File: src/rtl/sum_accumulator.sv
// rtl/sum_accumulator.sv - block-sum accumulator over a ripple-carry adder with carry extension
module sum_accumulator #(
  parameter int WIDTH       = 16,
  parameter int NUM_SAMPLES = 4,
  parameter int EXT_W       = 4
) (
  input  logic             clk,
  input  logic             rst_n,
  input  logic             clear,
  input  logic             in_valid,
  output logic             in_ready,
  input  logic [WIDTH-1:0] in_data,
  output logic             out_valid,
  input  logic             out_ready,
  output logic [WIDTH-1:0] out_sum,
  output logic [EXT_W-1:0] out_ext,
  output logic             out_overflow
);

  localparam int CNT_W = (NUM_SAMPLES > 1) ? $clog2(NUM_SAMPLES) : 1;

  typedef enum logic [0:0] {ACCUM = 1'b0, HOLD = 1'b1} state_t;

  state_t             state_q, state_d;
  logic [WIDTH-1:0]   acc_q, acc_d;
  logic [EXT_W-1:0]   ext_q, ext_d;
  logic               ovf_q, ovf_d;
  logic [CNT_W-1:0]   cnt_q, cnt_d;
  logic [WIDTH-1:0]   osum_q, osum_d;
  logic [EXT_W-1:0]   oext_q, oext_d;
  logic               oovf_q, oovf_d;

  logic [WIDTH-1:0]   add_sum;
  logic               add_c;
  logic [EXT_W-1:0]   ext_inc;
  logic               wrap;
  logic               accept;
  logic               last;

  // Full-adder ripple chain, carry-in tied low.
  always_comb begin
    logic carry;
    carry   = 1'b0;
    add_sum = '0;
    for (int i = 0; i < WIDTH; i++) begin
      add_sum[i] = acc_q[i] ^ in_data[i] ^ carry;
      carry      = (acc_q[i] & in_data[i]) | (carry & (acc_q[i] ^ in_data[i]));
    end
    add_c = carry;
  end

  assign ext_inc = ext_q + EXT_W'(add_c);
  assign wrap    = add_c & (&ext_q);
  assign accept  = in_valid & in_ready;
  assign last    = (cnt_q == CNT_W'(NUM_SAMPLES - 1));

  always_ff @(posedge clk) begin
    if (!rst_n) begin
      state_q <= ACCUM;
    end else begin
      state_q <= state_d;
    end
  end

  always_comb begin
    state_d = state_q;
    case (state_q)
      ACCUM:   if (accept && !clear && last) state_d = HOLD;
      HOLD:    if (out_ready) state_d = ACCUM;
      default: state_d = ACCUM;
    endcase
  end

  always_comb begin
    in_ready  = (state_q == ACCUM);
    out_valid = (state_q == HOLD);
  end

  // A clear in ACCUM still completes the input handshake but drops the operand.
  always_comb begin
    acc_d  = acc_q;
    ext_d  = ext_q;
    ovf_d  = ovf_q;
    cnt_d  = cnt_q;
    osum_d = osum_q;
    oext_d = oext_q;
    oovf_d = oovf_q;
    if (state_q == ACCUM) begin
      if (clear) begin
        acc_d = '0;
        ext_d = '0;
        ovf_d = 1'b0;
        cnt_d = '0;
      end else if (accept) begin
        if (last) begin
          osum_d = add_sum;
          oext_d = ext_inc;
          oovf_d = ovf_q | wrap;
          acc_d  = '0;
          ext_d  = '0;
          ovf_d  = 1'b0;
          cnt_d  = '0;
        end else begin
          acc_d = add_sum;
          ext_d = ext_inc;
          ovf_d = ovf_q | wrap;
          cnt_d = cnt_q + CNT_W'(1);
        end
      end
    end
  end

  always_ff @(posedge clk) begin
    if (!rst_n) begin
      acc_q  <= '0;
      ext_q  <= '0;
      ovf_q  <= 1'b0;
      cnt_q  <= '0;
      osum_q <= '0;
      oext_q <= '0;
      oovf_q <= 1'b0;
    end else begin
      acc_q  <= acc_d;
      ext_q  <= ext_d;
      ovf_q  <= ovf_d;
      cnt_q  <= cnt_d;
      osum_q <= osum_d;
      oext_q <= oext_d;
      oovf_q <= oovf_d;
    end
  end

  assign out_sum      = osum_q;
  assign out_ext      = oext_q;
  assign out_overflow = oovf_q;

endmodule

File: config.mk
export PLATFORM = sky130hd
export DESIGN_NAME = sum_accumulator
export DESIGN_NICKNAME = d
export VERILOG_FILES = /design/src/rtl/sum_accumulator.sv
export SDC_FILE = /design/constraint.sdc
export NUM_CORES = 1
export LEC_CHECK = 0
export CAP_MARGIN = 20
export CORE_MARGIN = 3
export CORE_UTILIZATION = 55
export DETAILED_ROUTE_END_ITERATION = 10
export PLACE_DENSITY = 0.83
export SLEW_MARGIN = 20
export SYNTH_ARGS = -nofsm -noshare
export SYNTH_HDL_FRONTEND = slang
export SYNTH_SLANG_ARGS = --single-unit
File: constraint.sdc
create_clock -name clk -period 24.3 [get_ports clk]
set_input_delay 4.86 -clock clk [delete_from_list [all_inputs] [get_ports clk]]
set_output_delay 4.86 -clock clk [all_outputs]
set_load 0.02 [all_outputs]
# Yosys cells after proc, flatten, opt, wreduce, memory -nomap -nowiden

Cells that the tools add are included.

Register bits after elaboration: 45
Input port bits: 21
Word-level logic and storage cells: 115

Add/sub/neg operators: 2
Eq/ne operators: 1
Mux-type cells: 15
Bitwise gates (word level): 82
Reduce and logical (&&, ||, !) cells: 7

Operators by type and width:

| cell                | count |
|---|---|
| $mux 16             | 3 |
| $and 1x1->1         | 33 |
| $xor 1x1->1         | 31 |
| $or 1x1->1          | 16 |
| $mux 4              | 3 |
| $reduce_and 4->1    | 2 |
| $mux 2              | 3 |
| $mux 1              | 5 |
| $add 4x1->4         | 1 |
| $add 2x1->2 const B | 1 |
| $eq 2x2->1 const B  | 1 |
| $logic_and 1x1->1   | 2 |
| $not 1->1           | 2 |
| $pmux 1 s2          | 1 |
| $reduce_and 2->1    | 1 |
| $reduce_bool 2->1   | 1 |
| $logic_not 1->1     | 1 |

# Logic depth before layout (Yosys ltp)

Depth in word-level cells: 36
Depth in mapped cells: 25
Mapped depth without buffers: 25

# Least setup slack after synthesis

No wires, ideal clock.

Path kind: input-to-reg
Start: input in_data[0]
End: register oext_q[2] (netlist: out_ext[2])
Setup time: 116 ps
Arrival: 10824 ps
Required time: 24184 ps
Setup slack: 13359 ps
Cell stages on the path: 25
Path through: ha_1 > inv_1 > fa_1 > fa_1 > fa_1 > fa_1 > fa_1 > fa_1 > inv_1 > fa_1 > fa_1 > inv_1 > fa_1 > fa_1 > fa_1 > fa_1 > fa_1 > fa_1 > inv_1 > fa_1 > ha_1 > ha_1 > xnor2_1 > nand2_1 > o211a_1

Word-level cells in the longest chain between the ends: 32

Ends and longest elaborated chain:

| element                   | line | source |
|---|---|---|
| start: declaration        | 12   | `input logic [WIDTH-1:0] in_data,` |
| $and 1x1->1 (2 in series) | 47   | `carry = (acc_q[i] & in_data[i]) \| (carry & (acc_q[i] ^ in_data[i]));` |
| $or 1x1->1                | 47   |  |
| $and 1x1->1               | 47   |  |
| $or 1x1->1                | 47   |  |
| $and 1x1->1               | 47   |  |
| $or 1x1->1                | 47   |  |
| $and 1x1->1               | 47   |  |
| $or 1x1->1                | 47   |  |
| (+15 left out)            | --   |  |
| $or 1x1->1                | 47   |  |
| $and 1x1->1               | 47   |  |
| $or 1x1->1                | 47   |  |
| $and 1x1->1               | 47   |  |
| $or 1x1->1                | 47   |  |
| $and 1x1->1               | 47   |  |
| $or 1x1->1                | 47   |  |
| $add 4x1->4               | 52   | `assign ext_inc = ext_q + EXT_W'(add_c);` |
| end signal: assignment    | 128  | `oext_q <= oext_d;` |
| end: declaration          | 30   | `logic [EXT_W-1:0] oext_q, oext_d;` |

No other way between the ends.
A chain may end at the register's enable or synchronous reset.

# Final worst setup path

Ends and elaborated chain as after synthesis.

==> results.md <==
* Num CTS Buffers at 5
* IO Pins at 44
* Cells after DPL at 294
* CTS sink count at 45
* Synth Instances at 213
* Drt initial violations at 133
* Period minus WS final at 11.48 ns
* Reg2reg setup slack at about 18 ns
* Antenna-violating nets left at 0
* Hold Path Origin: acc_q[0]$_SDFFE_PN0P_
* Max VDD drop at approximately 38 µV
* PortBufs at 43
* Worst hold path type: reg2reg
* Non-filler instance count after layout at roughly 300
* Core Area at between 0.003 and 0.004 mm²
* Worst hold slack at 0.463 ns
* Vias in the first global route at 1435
* Chip width at slightly below 70 µm
* Max Freq at between 80 and 90 MHz
* XOR/XNOR Fraction of Synth Area at less than 1%
* Die height at 68.6 µm
* GRT busiest layer: met1
* Largest net degree at the start of global routing at 47
* Post-synth EDFFs at 0
* CTS Hold Bufs at 0
* Async SR Flop Fraction at 0%
* Avg Inst Size Synth at 10.1 µm²
* Max Slew Vio Count at 0
* Setup_tns at 0 ns
* Setup repair bufs after CTS at 0
* Grt ovf at 0
* Via count at 1579
* Buf/Inv on CP at 5
* Reg-to-reg critical path endpoint: out_ext[2]$_SDFFE_PN0P_
* Routed len/inst at 13.6 µm
* Yosys top cell area share at 41.8%
* Post-synth top cells: 45 x dfxtp_1, 29 x inv_1, 17 x nand2_1
* Row count at 22
* First-pass GRT wire length at ~6700 µm
* RePlAce Congestion at 0.754
* Worst R2R Start: acc_q[0]$_SDFFE_PN0P_
* Worst skew pair latency at 0.30 ns
* Unique masters post-synth at 34
* GRT Total Usage at just under 20%
* Leakage at 1.17 nW
* Met1 Track Usage GR at 28.7%
* Max_cap viols at 0
* Main combinational cell family by area after synthesis: adder cells
* Sequential-to-total area share from yosys stat at 41.8%
* WS Path Type: in2reg
* Worst path depth at 26
* Run status: finished clean
* Clock transition at path regs at roughly 0.08 ns
* Area grow syn2layout at 27.3%
* DRC Markers at 0
* Data arrival, critical path at 11.67 ns
* Synth Warn # at 0
* Final setup violation count at 0
* Relative slew slack at 49.5%
* Simple-gate share of the synthesized area at 14.3%
* Reg2reg path depth at 25
* Most used cell along the critical path: fa_1
* Unrepaired setup endpoints after global routing: false
* Initial core utilization at 58.0%
* Hold path depth at 2
* Slew @ Worst Pin at roughly 0.76 ns
* Main synth FF type: dfxtp_1
* #FFs+latches synth at 45
* Adder-Cell Fraction of Synth Area at approximately 16%
* Initial antenna violation count at 0
* Post-synthesis compound-gate area fraction at ~16%
* Worst hold endpoint: acc_q[0]$_SDFFE_PN0P_
* Fin. Hold Viols at 0
* Syn nets at 253
* Met3 GRT Util at under 10%
* Mux contribution to synthesized area at 3.25%
* Critical path endpoint category: flip-flop
* Crit-path max cell delay at 0.48 ns
* Skew final at 0.0110 ns
* Top cells by area, synth: dfxtp_1 42%, fa_1 14%, o211a_1 6.0%
* Power Dens Cells at 55.6 mW/mm²
* Clock H-tree levels at 2
* Final period util at 47.2%
* Synth Cell Area at ~0.0022 mm²
* Largest area contributor in the netlist: dfxtp_1
* N_diodes at 0
* Drt pass-1 iters at 4
* CP Launch Type: input pin
* Post-DP HPWL at slightly below 3000 µm
* CTS Buffer Depth at 2
* TritonCTS clock tree: done
* Share of layout cells above drive strength 1 at under 10%
* Root cell of the clock tree: clkbuf_8
* WP data required at about 24 ns
* Cell class contributing the biggest share of worst-path delay: adder cells
* M2 GR Usage at about 27%
* Final nets at 294
* CP max stage cell: clkdlybuf4s50_1
* Die area at 0.00471 mm²
* Post-CTS sizing at 0
* Post-Route WL at between 4000 and 5000 µm
* Vias per cell at 5.21
* Worst-path fanout max at 3
* Top-count cell post-synth: dfxtp_1
stage by stage:
| stage | worst slack [ns] | cell area (µm²) | utilization, % | power, mW |
|---|---|---|---|---|
| 2_1_floorplan | 13.36 | 2160 | - | 0.0889 |
| 3_3_place_gp | 12.69 | 2620 | 70.4 | 0.0951 |
| 3_5_place_dp | 12.52 | 2620 | 70.4 | 0.0956 |
| 4_1_cts | 12.83 | 2740 | 73.6 | 0.154 |
| 5_1_grt | 12.56 | 2750 | 73.9 | 0.160 |
| 6_report | 12.83 | 2750 | 73.9 | 0.153 |
placed cells by master, fill, tap and decap left out, types with 6 or more instances in the layout:
| cell type | n |
|---|---|
| nand2_1 | 17 |
| o211a_1 | 13 |
| nor2b_1 | 11 |
| nand3_1 | 6 |
| inv_1 | 29 |
| clkdlybuf4s50_1 | 43 |
| fa_1 | 15 |
| dfxtp_1 | 45 |
| clkbuf_8 | 6 |
| and2_1 | 12 |
| o22ai_1 | 12 |
| mux2i_1 | 7 |
layout make-up:
type | instances | area (µm²)
inverter | 29 | 109
fill | 272 | 970
clock buffer | 6 | 82.6
timing repair buffer | 46 | 457
tap | 48 | 60.1
multi-input combinational | 127 | 1100
sequential | 45 | 901
clock inverter | 2 | 37.5
how the worst max path moves through the flow:
stage / start / end / slack (ns)
floorplan: in_data[0] / out_ext[2]$_SDFFE_PN0P_ / 13.36
global placement: in_data[0] / out_ext[2]$_SDFFE_PN0P_ / 12.69
detailed placement: in_data[0] / out_ext[2]$_SDFFE_PN0P_ / 12.52
CTS: in_data[0] / out_ext[2]$_SDFFE_PN0P_ / 12.83
global route: in_data[0] / out_ext[2]$_SDFFE_PN0P_ / 12.56
finish: in_data[0] / out_ext[2]$_SDFFE_PN0P_ / 12.83
logic make-up (layout without fill, tap and decap cells):
kind of cell             Yosys count  count (layout)
buffers and inverters             41              83
XOR/XNOR                           2               2
flip-flops                        45              45
multiplexers                       7               7
AND/OR/NAND/NOR                   54              54
AO/OA/AOI/OAI                     45              45
adder cells (fa/ha/maj)           19              19
worst register-to-register path, stage by stage (launching register included):
cell and delay [ns]:
dfxtp_1 0.33, ha_1 0.15, inv_1 0.05, fa_1 0.39, fa_1 0.41, fa_1 0.41
fa_1 0.39, fa_1 0.38, fa_1 0.37, inv_1 0.09, fa_1 0.18, fa_1 0.17
inv_1 0.06, fa_1 0.38, fa_1 0.42, fa_1 0.39, fa_1 0.39, fa_1 0.39
fa_1 0.36, inv_1 0.07, fa_1 0.20, ha_1 0.17, ha_1 0.20, xnor2_1 0.13
nand2_1 0.06, o211a_1 0.12
metal layers:
layer  vias up  wire length (µm)
met5         -                 0
met4         0                59
met3         5               190
met2        38              1800
met1       748              2080
li1        788                 -
flip-flops by register name, summed over array words and instances (netlist names):
name and cells:
out_valid 1, cnt_q 2, ext_q 4, acc_q 16
out_ext 4, ovf_q 1, out_sum 16, out_overflow 1
power by group:
group	internal [mW]	total, mW	leakage (nW)	switching, mW
clock network	0.0334	0.0587	0.0574	0.0253
registers	0.0752	0.0759	0.364	0.000647
logic	0.00911	0.0182	0.748	0.00905
No activity file was read; power rests on OpenSTA's default activity.
